`src/rtl/alu_pkg.sv`:
```
// Shared types for the RV64I ALU scheduler: opcode fields, the supported
// {ALUOp, ALUControl} codes and the scheduler FSM states.
package alu_pkg;

  typedef logic [1:0] alu_op_t;
  typedef logic [3:0] alu_ctl_t;

  localparam logic [5:0] CODE_LS_ADD = 6'b00_0010;
  localparam logic [5:0] CODE_BR_SUB = 6'b01_0110;
  localparam logic [5:0] CODE_ADD    = 6'b10_0010;
  localparam logic [5:0] CODE_SUB    = 6'b10_0110;
  localparam logic [5:0] CODE_AND    = 6'b10_0000;
  localparam logic [5:0] CODE_OR     = 6'b10_0001;

  typedef enum logic [1:0] {
    IDLE = 2'd0,
    EXEC = 2'd1,
    RESP = 2'd2
  } alu_sched_state_e;

  typedef struct packed {
    logic [63:0] data1;
    logic [63:0] data2;
    alu_op_t     aluop;
    alu_ctl_t    aluctl;
  } alu_req_t;

  function automatic logic code_supported(input alu_op_t op, input alu_ctl_t ctl);
    logic [5:0] c;
    c = {op, ctl};
    return (c == CODE_LS_ADD) || (c == CODE_BR_SUB) || (c == CODE_ADD) ||
           (c == CODE_SUB) || (c == CODE_AND) || (c == CODE_OR);
  endfunction

endpackage

```
`src/rtl/alu_scheduler_if.sv`:
```
// Request / ALU / response bundle of the ALU scheduler. The slave modport is
// the scheduler's view; master is the surrounding core (requesters, ALU, consumer).
interface alu_scheduler_if #(
  parameter int NUM_REQ = 2,
  parameter int ID_W    = $clog2(NUM_REQ)
);
  logic [NUM_REQ-1:0]       req_valid_i;
  logic [NUM_REQ-1:0]       req_ready_o;
  logic [NUM_REQ-1:0][63:0] req_data1_i;
  logic [NUM_REQ-1:0][63:0] req_data2_i;
  logic [NUM_REQ-1:0][1:0]  req_aluop_i;
  logic [NUM_REQ-1:0][3:0]  req_aluctl_i;

  logic [63:0] alu_data1_o;
  logic [63:0] alu_data2_o;
  logic [1:0]  alu_aluop_o;
  logic [3:0]  alu_aluctl_o;
  logic [63:0] alu_result_i;
  logic        alu_zero_i;

  logic            rsp_valid_o;
  logic            rsp_ready_i;
  logic [ID_W-1:0] rsp_id_o;
  logic [63:0]     rsp_result_o;
  logic            rsp_zero_o;
  logic            rsp_err_o;

  modport slave (
    input  req_valid_i, req_data1_i, req_data2_i, req_aluop_i, req_aluctl_i,
    output req_ready_o,
    output alu_data1_o, alu_data2_o, alu_aluop_o, alu_aluctl_o,
    input  alu_result_i, alu_zero_i,
    output rsp_valid_o, rsp_id_o, rsp_result_o, rsp_zero_o, rsp_err_o,
    input  rsp_ready_i
  );

  modport master (
    output req_valid_i, req_data1_i, req_data2_i, req_aluop_i, req_aluctl_i,
    input  req_ready_o,
    input  alu_data1_o, alu_data2_o, alu_aluop_o, alu_aluctl_o,
    output alu_result_i, alu_zero_i,
    input  rsp_valid_o, rsp_id_o, rsp_result_o, rsp_zero_o, rsp_err_o,
    output rsp_ready_i
  );
endinterface

```
`src/rtl/rr_arbiter.sv`:
```
// Combinational round-robin pick: first set request at or after ptr, wrapping.
module rr_arbiter #(
  parameter  int NUM_REQ = 2,
  localparam int ID_W    = $clog2(NUM_REQ)
) (
  input  logic [NUM_REQ-1:0] req,
  input  logic [ID_W-1:0]    ptr,
  input  logic               en,
  output logic [NUM_REQ-1:0] gnt,
  output logic [ID_W-1:0]    idx,
  output logic               any
);
  logic [ID_W-1:0] k;
  logic            hit;

  // Walk offsets from farthest to nearest so the nearest set request wins.
  always_comb begin
    gnt = '0;
    idx = '0;
    hit = 1'b0;
    k   = '0;
    for (int i = NUM_REQ - 1; i >= 0; i--) begin
      k = ID_W'((int'(ptr) + i) % NUM_REQ);
      if (req[k]) begin
        idx = k;
        hit = 1'b1;
      end
    end
    any = hit & en;
    if (any) gnt[idx] = 1'b1;
  end
endmodule

```
`src/rtl/alu_scheduler.sv`:
```
// Round-robin sharing of the single 64-bit ALU between NUM_REQ requesters.
// Optional opcode screening: define ALU_SCHED_OPCHK_EN.
module alu_scheduler
  import alu_pkg::*;
#(
  parameter  int NUM_REQ = 2,
  localparam int ID_W    = $clog2(NUM_REQ)
) (
  input logic            clk_i,
  input logic            rst_i,
  alu_scheduler_if.slave bus
);
  alu_sched_state_e   state, state_nxt;
  logic [ID_W-1:0]    ptr, gnt_idx, id_q;
  logic [NUM_REQ-1:0] gnt;
  logic               gnt_any, grant_en, code_ok;
  alu_req_t           sel, op_q;

  logic [ID_W-1:0] rsp_id_q;
  logic [63:0]     rsp_result_q;
  logic            rsp_zero_q;

  // Grants only happen while the response slot is free (or being freed).
  assign grant_en = !rst_i && (state == IDLE || (state == RESP && bus.rsp_ready_i));

  rr_arbiter #(.NUM_REQ(NUM_REQ)) u_arb (
    .req (bus.req_valid_i),
    .ptr (ptr),
    .en  (grant_en),
    .gnt (gnt),
    .idx (gnt_idx),
    .any (gnt_any)
  );

  assign bus.req_ready_o = gnt;

  always_comb begin
    sel.data1  = bus.req_data1_i[gnt_idx];
    sel.data2  = bus.req_data2_i[gnt_idx];
    sel.aluop  = bus.req_aluop_i[gnt_idx];
    sel.aluctl = bus.req_aluctl_i[gnt_idx];
  end

`ifdef ALU_SCHED_OPCHK_EN
  assign code_ok = code_supported(sel.aluop, sel.aluctl);
`else
  assign code_ok = 1'b1;
`endif

  always_ff @(posedge clk_i or posedge rst_i) begin
    if (rst_i) state <= IDLE;
    else       state <= state_nxt;
  end

  always_comb begin
    state_nxt = state;
    unique case (state)
      IDLE:    if (gnt_any) state_nxt = code_ok ? EXEC : RESP;
      EXEC:    state_nxt = RESP;
      RESP:    if (bus.rsp_ready_i) state_nxt = gnt_any ? (code_ok ? EXEC : RESP) : IDLE;
      default: state_nxt = IDLE;
    endcase
  end

  always_ff @(posedge clk_i or posedge rst_i) begin
    if (rst_i)        ptr <= '0;
    else if (gnt_any) ptr <= (gnt_idx == ID_W'(NUM_REQ - 1)) ? '0 : gnt_idx + 1'b1;
  end

  // The operand register is the ALU input bus; it reads zero outside EXEC.
  always_ff @(posedge clk_i or posedge rst_i) begin
    if (rst_i) begin
      op_q <= '0;
      id_q <= '0;
    end else if (gnt_any && code_ok) begin
      op_q <= sel;
      id_q <= gnt_idx;
    end else begin
      op_q <= '0;
    end
  end

  assign bus.alu_data1_o  = op_q.data1;
  assign bus.alu_data2_o  = op_q.data2;
  assign bus.alu_aluop_o  = op_q.aluop;
  assign bus.alu_aluctl_o = op_q.aluctl;

`ifdef ALU_SCHED_OPCHK_EN
  logic rsp_err_q;

  always_ff @(posedge clk_i or posedge rst_i) begin
    if (rst_i) begin
      rsp_id_q     <= '0;
      rsp_result_q <= '0;
      rsp_zero_q   <= 1'b0;
      rsp_err_q    <= 1'b0;
    end else if (state == EXEC) begin
      rsp_id_q     <= id_q;
      rsp_result_q <= bus.alu_result_i;
      rsp_zero_q   <= bus.alu_zero_i;
      rsp_err_q    <= 1'b0;
    end else if (gnt_any && !code_ok) begin
      rsp_id_q     <= gnt_idx;
      rsp_result_q <= '0;
      rsp_zero_q   <= 1'b0;
      rsp_err_q    <= 1'b1;
    end
  end

  assign bus.rsp_err_o = rsp_err_q;
`else
  always_ff @(posedge clk_i or posedge rst_i) begin
    if (rst_i) begin
      rsp_id_q     <= '0;
      rsp_result_q <= '0;
      rsp_zero_q   <= 1'b0;
    end else if (state == EXEC) begin
      rsp_id_q     <= id_q;
      rsp_result_q <= bus.alu_result_i;
      rsp_zero_q   <= bus.alu_zero_i;
    end
  end

  assign bus.rsp_err_o = 1'b0;
`endif

  assign bus.rsp_valid_o  = (state == RESP);
  assign bus.rsp_id_o     = rsp_id_q;
  assign bus.rsp_result_o = rsp_result_q;
  assign bus.rsp_zero_o   = rsp_zero_q;
endmodule

```
`src/flat_wrapper.sv`:
```
// flat-port wrapper written by rule: the top's interface ports become plain ports
module alu_scheduler_flat import alu_pkg::*;
#(
  parameter  int NUM_REQ = 2,
  localparam int ID_W    = $clog2(NUM_REQ)
)
  (clk_i, rst_i, bus_req_valid_i, bus_req_data1_i, bus_req_data2_i, bus_req_aluop_i, bus_req_aluctl_i, bus_req_ready_o, bus_alu_data1_o, bus_alu_data2_o, bus_alu_aluop_o, bus_alu_aluctl_o, bus_alu_result_i, bus_alu_zero_i, bus_rsp_valid_o, bus_rsp_id_o, bus_rsp_result_o, bus_rsp_zero_o, bus_rsp_err_o, bus_rsp_ready_i);
  alu_scheduler_if #(.NUM_REQ(NUM_REQ)) bus_i ();
  input logic clk_i;
  input logic rst_i;
  input wire logic [$bits(bus_i.req_valid_i)-1:0] bus_req_valid_i;
  input wire logic [$bits(bus_i.req_data1_i)-1:0] bus_req_data1_i;
  input wire logic [$bits(bus_i.req_data2_i)-1:0] bus_req_data2_i;
  input wire logic [$bits(bus_i.req_aluop_i)-1:0] bus_req_aluop_i;
  input wire logic [$bits(bus_i.req_aluctl_i)-1:0] bus_req_aluctl_i;
  output wire logic [$bits(bus_i.req_ready_o)-1:0] bus_req_ready_o;
  output wire logic [$bits(bus_i.alu_data1_o)-1:0] bus_alu_data1_o;
  output wire logic [$bits(bus_i.alu_data2_o)-1:0] bus_alu_data2_o;
  output wire logic [$bits(bus_i.alu_aluop_o)-1:0] bus_alu_aluop_o;
  output wire logic [$bits(bus_i.alu_aluctl_o)-1:0] bus_alu_aluctl_o;
  input wire logic [$bits(bus_i.alu_result_i)-1:0] bus_alu_result_i;
  input wire logic [$bits(bus_i.alu_zero_i)-1:0] bus_alu_zero_i;
  output wire logic [$bits(bus_i.rsp_valid_o)-1:0] bus_rsp_valid_o;
  output wire logic [$bits(bus_i.rsp_id_o)-1:0] bus_rsp_id_o;
  output wire logic [$bits(bus_i.rsp_result_o)-1:0] bus_rsp_result_o;
  output wire logic [$bits(bus_i.rsp_zero_o)-1:0] bus_rsp_zero_o;
  output wire logic [$bits(bus_i.rsp_err_o)-1:0] bus_rsp_err_o;
  input wire logic [$bits(bus_i.rsp_ready_i)-1:0] bus_rsp_ready_i;
  assign bus_i.req_valid_i = bus_req_valid_i;
  assign bus_i.req_data1_i = bus_req_data1_i;
  assign bus_i.req_data2_i = bus_req_data2_i;
  assign bus_i.req_aluop_i = bus_req_aluop_i;
  assign bus_i.req_aluctl_i = bus_req_aluctl_i;
  assign bus_req_ready_o = bus_i.req_ready_o;
  assign bus_alu_data1_o = bus_i.alu_data1_o;
  assign bus_alu_data2_o = bus_i.alu_data2_o;
  assign bus_alu_aluop_o = bus_i.alu_aluop_o;
  assign bus_alu_aluctl_o = bus_i.alu_aluctl_o;
  assign bus_i.alu_result_i = bus_alu_result_i;
  assign bus_i.alu_zero_i = bus_alu_zero_i;
  assign bus_rsp_valid_o = bus_i.rsp_valid_o;
  assign bus_rsp_id_o = bus_i.rsp_id_o;
  assign bus_rsp_result_o = bus_i.rsp_result_o;
  assign bus_rsp_zero_o = bus_i.rsp_zero_o;
  assign bus_rsp_err_o = bus_i.rsp_err_o;
  assign bus_i.rsp_ready_i = bus_rsp_ready_i;
  alu_scheduler #(.NUM_REQ(NUM_REQ)) u_core (.clk_i(clk_i), .rst_i(rst_i), .bus(bus_i));
endmodule
```
`config.mk`:
```
export PLATFORM = sky130hd
export DESIGN_NAME = alu_scheduler_flat
export DESIGN_NICKNAME = d
export VERILOG_FILES = /design/src/rtl/alu_pkg.sv /design/src/rtl/alu_scheduler_if.sv /design/src/rtl/rr_arbiter.sv /design/src/rtl/alu_scheduler.sv /design/src/flat_wrapper.sv
export SDC_FILE = /design/constraint.sdc
export NUM_CORES = 1
export LEC_CHECK = 0
export BUFFER_PORTS_ARGS = -buffer_cell sky130_fd_sc_hd__buf_2
export CELL_PAD_IN_SITES_DETAIL_PLACEMENT = 0
export CELL_PAD_IN_SITES_GLOBAL_PLACEMENT = 1
export CORE_AREA = 2 2 213 215
export DETAILED_ROUTE_END_ITERATION = 8
export DIE_AREA = 0 0 215 217
export PLACE_DENSITY_LB_ADDON = 0.1
export SYNTH_ARGS = -nofsm -noshare
export SYNTH_HDL_FRONTEND = slang
export SYNTH_SLANG_ARGS = --single-unit
```
`constraint.sdc`:
```
create_clock -name clk_i -period 14.4 [get_ports clk_i]
set_input_delay 0.72 -clock clk_i [delete_from_list [all_inputs] [get_ports clk_i]]
set_output_delay 0.72 -clock clk_i [all_outputs]
set_load 0.01 [all_outputs]
```
# Word level (Yosys, flattened, before mapping)
# Index checks and enable logic that the tools add are counted.
# word_totals
regBits	204
# op_classes
add_sub_neg	2
order_cmp	4
n_eq_ne	4
muxes	25
n_bitwise	1
n_reduce_logical	7
# op_table
operator	count
64-bit two-way mux	4
134-bit two-way mux	1
1-bit two-way mux	11
2-bit two-way mux	5
4-bit two-way mux	2
1-bit by 2-bit < comparator with 1-bit output, second input constant	3
2-bit one-hot mux with 3 select lines	1
2-bit by 1-bit != test with 1-bit output, second input constant	2
1-bit logical AND	3
1-bit adder, second input constant	2
2-bit by 1-bit == test with 1-bit output, second input constant	1
2-bit == test, second input constant	1
2-bit logical NOT	1
2-bit AND reduction	1
1-bit bitwise AND	1
1-bit demux with 1-bit select	1
1-bit greater-or-equal comparator, second input constant	1
1-bit logical NOT	1
1-bit logical OR	1

# Longest topological paths before layout
# logic_depth
word_depth	10
ltp_mapped	6
depth_no_buf	3

# Hierarchy
# From an unflattened synthesis, not the netlist that was laid out.
# unflattened
cells_unflattened	594
hier_area_um2	8494.4
# modules_own_cells
module	instances	cells_per_inst	area_per_inst_um2
alu_scheduler	1	588	8459.4
rr_arbiter	1	6	35.0

# Worst setup path after synthesis
# OpenSTA, ideal clock, no wires.
# synth_timing
path_kind	in2out
startpoint	in rst_i
endpoint	out bus_req_ready_o[0]
arrival_time_ns	1.716
required_time_ns	13.680
setup_slack_ns	11.964
stages	5
path_cell_list	or2_1 nor3_1 buf_2 buf_2 and2_1
# synth_between
elab_chain_cells	4
# synth_rtl
element	line_no	source
start, declared	flat_wrapper.sv:10	input logic rst_i;
1-bit logical NOT (no line)	--	
1-bit logical AND	alu_scheduler.sv:24	assign grant_en = !rst_i && (state == IDLE || (state == RESP && bus.rsp_ready_i));
1-bit bitwise AND	rr_arbiter.sv:29	any = hit & en;
2-bit two-way mux	rr_arbiter.sv:30	if (any) gnt[idx] = 1'b1;
end, declared	flat_wrapper.sv:16	output wire logic [$bits(bus_i.req_ready_o)-1:0] bus_req_ready_o;
# Every way passes these cells.

# Worst setup path after layout
# layout_timing
startpoint	reg u_core.state[0]
endpoint	reg u_core.op_q, in the netlist u_core.bus.alu_data1_o[63]
# layout_between
elab_chain_cells	6
# layout_rtl
element	line_no	source
start, declared	alu_scheduler.sv:13	alu_sched_state_e state, state_nxt;
start signal, assigned	alu_scheduler.sv:52	else state <= state_nxt;
2-bit == test	alu_scheduler.sv:24	
1-bit logical AND	alu_scheduler.sv:24	
1-bit logical OR (*)	alu_scheduler.sv:24	
1-bit logical AND (*)	alu_scheduler.sv:24	
1-bit bitwise AND (*)	rr_arbiter.sv:29	
134-bit two-way mux (*)	alu_scheduler.sv:75	end else if (gnt_any && code_ok) begin
end signal, assigned	alu_scheduler.sv:76	op_q <= sel;
end, declared	alu_scheduler.sv:17	alu_req_t sel, op_q;
# Every way passes the cells marked *; elsewhere a longest branch is shown, timed or not.
# A chain may end at the register's enable or synchronous reset.

==> metrics.txt <==
status=finished, final reports clean; gr ovfl total=0; fillers=4851; Post-CTS Setup Bufs=0; Hold Crit Class=primary input to async pin; number of max-cap violations=0; FFs w/ async S/R, synth=100%; CTS tree=done; worst-margin pin slew=0.947 ns; Slew Viols, Final=0; cell count after synthesis=477; GPL Wtd Cong=0.743; post-CTS resize count=0; post-synth top area share=67.3%; num ports=542; Initial Utilization=17.0%; initial antenna violation count=6; Post-synth EDFFs=0; multi-input combinational cell area=2200 sq um; met2 WL post-DR=16000 um; Cell Area, Synth=7580 sq um; first drt pass iteration count=4; Crit Path Max Fanout=73; worst vdd rail ir drop=0.0690 mV; Main synth FF type=dfrtp_1; GRT Util Overall=13.3%; flops & latches, synth=204; WL per Instance=20.3 um; CTS Buf Count=27; clock-pin slew on the worst setup and hold paths=0.06 ns; Max Fclk=0.339 GHz; routed via count=6566; fin util=26.3%; cell taking the most area after synthesis=dfrtp_1; Synthesized Nets=815; Fin Clk Skew=0.00959 ns; CTS root buf=clkbuf_16; Clock Sinks=204; Synth area leaders=dfrtp_1 (67%), a32o_1 (18%), mux2_2 (9.7%); Routed Wire Length=32900 um; pwr dens=156 nW/um^2; Setup TNS=0 ns; Die ar.=46700 sq um; Crit. End Element=register; Area Growth Syn to Fin=55.1%; Die Width=215 um; vias in the first global route=7077; Netlist cell types=20; Arr. time, crit path=3.43 ns; clk_lat worst skew=0.55 ns; DRT iter0 DRCs=450; register area share after synthesis=67.3%; Hold-fix buffers, CTS=0; met3 routed WL=3130 um; # setup viols final=0; Clock Path Buffers=3; Tmin final=2.95 ns; fraction of layout cells with a size suffix above 1=64.9%; metal1 wirelength=12600 um; critical path type=register to register; Port Buffers=540; Std-Cell Rows=78; Slew headroom=36.9%; Final Hold Viols=0; Final period util=20.5%; first-pass GRT wire length=46900 um; HPWL Detailed=23400 um; H-tree depth=1; CP startpoint kind=register; drc violations=0; Mean Syn Cell Area=15.9 sq um; count leader, synth=dfrtp_1; drt via density=4.05; Sequential Area=5100 sq um; Critical Path RT=14.88 ns; top sig layer=met5; ANT nets after route=0; DIE HEIGHT=217 um; Leak Pwr=6.02 nW; synth cell count leaders=dfrtp_1 (204), a32o_1 (134), mux2_2 (65); CORE AREA=44700 sq um; warnings from Yosys=0; RSZ-0062 raised after global routing=no; largest net degree at the start of global routing=88; Nets=1339
[worst max-delay path, stage by stage (launching register included)]
cell	delay, ns
dfrtp_1	0.39
or2_1	0.33
nor4b_4	0.31
buf_4	0.76
buf_4	0.71
a32o_1	0.23
[sequential cells by signal, indices dropped and copies added (netlist names)]
name and flops:
u_core.bus.alu_data1_o 64, u_core.bus.alu_data2_o 64, u_core.bus.rsp_result_o 64, u_core.bus.alu_aluctl_o 4, u_core.bus.alu_aluop_o 2, u_core.state 2
u_core.bus.rsp_id_o 1, u_core.bus.rsp_zero_o 1, u_core.id_q 1, u_core.ptr 1
[cell families (layout without fill, tap and decap cells)]
logic type,Yosys count,after routing,synth area share (%)
DFF,204,204,67.3
AOI/OAI and AO/OA,139,139,18.1
muxes,65,65,9.65
buffers and inverters,57,598,3.94
and+or+nand+nor,11,11,0.908
other,1,5,0.0495
[worst paths after layout]
| kind | slack (ns) | startpoint | endpoint | cells past startpoint |
|---|---|---|---|---|
| worst max-delay path | 11.45 | u_core.state[0] | u_core.bus.alu_data1_o[63] | 5 |
| worst min-delay path | 0.30 | rst_i | u_core.bus.alu_data1_o[60] | 2 |
| worst max register to register | 11.45 | u_core.state[0] | u_core.bus.alu_data1_o[63] | 5 |
| worst min register to register | 0.47 | u_core.bus.rsp_id_o | u_core.bus.rsp_id_o | 2 |
| max in group asynchronous | 12.76 | rst_i | u_core.bus.alu_data2_o[52] | 3 |
| min in group clk_i | 0.38 | bus_req_data2_i[120] | u_core.bus.alu_data2_o[56] | 2 |
[report_power, final]
| group | total (W) | switching (W) | internal [W] | leakage [nW] |
|---|---|---|---|---|
| clock network | 0.000697 | 0.000268 | 0.000429 | 0.449 |
| logic | 0.000418 | 0.000226 | 0.000192 | 2.95 |
| registers | 0.000718 | 0.0000381 | 0.000680 | 2.62 |
[through the flow]
step / hold WS, ns / cells / worst slack (ns) / cell area (sq um) / power (W)
floorplan: 0.461 / 477 / 8.11 / 7580 / 0.000943
global placement: 0.461 / 1572 / 11.01 / 10800 / 0.00116
detailed placement: 0.467 / 1572 / 10.99 / 10800 / 0.00116
CTS: 0.315 / 1618 / 11.41 / 11700 / 0.00187
global route: 0.344 / 1621 / 11.26 / 11800 / 0.00193
finish: 0.305 / 1622 / 11.45 / 11800 / 0.00183
[cell type report]
type                       count  share of cell area [%]
antenna                        4                  0.0851
clock buffer                  33                    6.19
clock inverter                13                    1.51
inverter                       4                   0.192
multi-input combinational    216                    18.7
sequential                   204                    43.4
tap                          600                    6.38
timing repair buffer         548                    23.5
[layout by cell type (no fill, tap or decap), types with 2 or more instances in the layout]
cell,instances
diode_2,4
inv_8,2
o21ai_0,2
dfrtp_1,204
mux2_2,65
a32o_1,134
o31ai_1,2
clkbuf_1,3
clkbuf_8,3
inv_1,3
buf_2,540
bufinv_16,4
clkbuf_16,27
nand2b_1,2
clkinv_2,6
buf_4,8
[layer usage]
| layer | vias to the layer above | track usage [%] |
|---|---|---|
| li1 | 2931 | - |
| met1 | 3232 | 15.5 |
| met2 | 344 | 22.5 |
| met3 | 53 | 5.16 |
| met4 | 6 | 4.55 |
| met5 | - | 0 |
No activity file was read; power rests on OpenSTA's default activity.
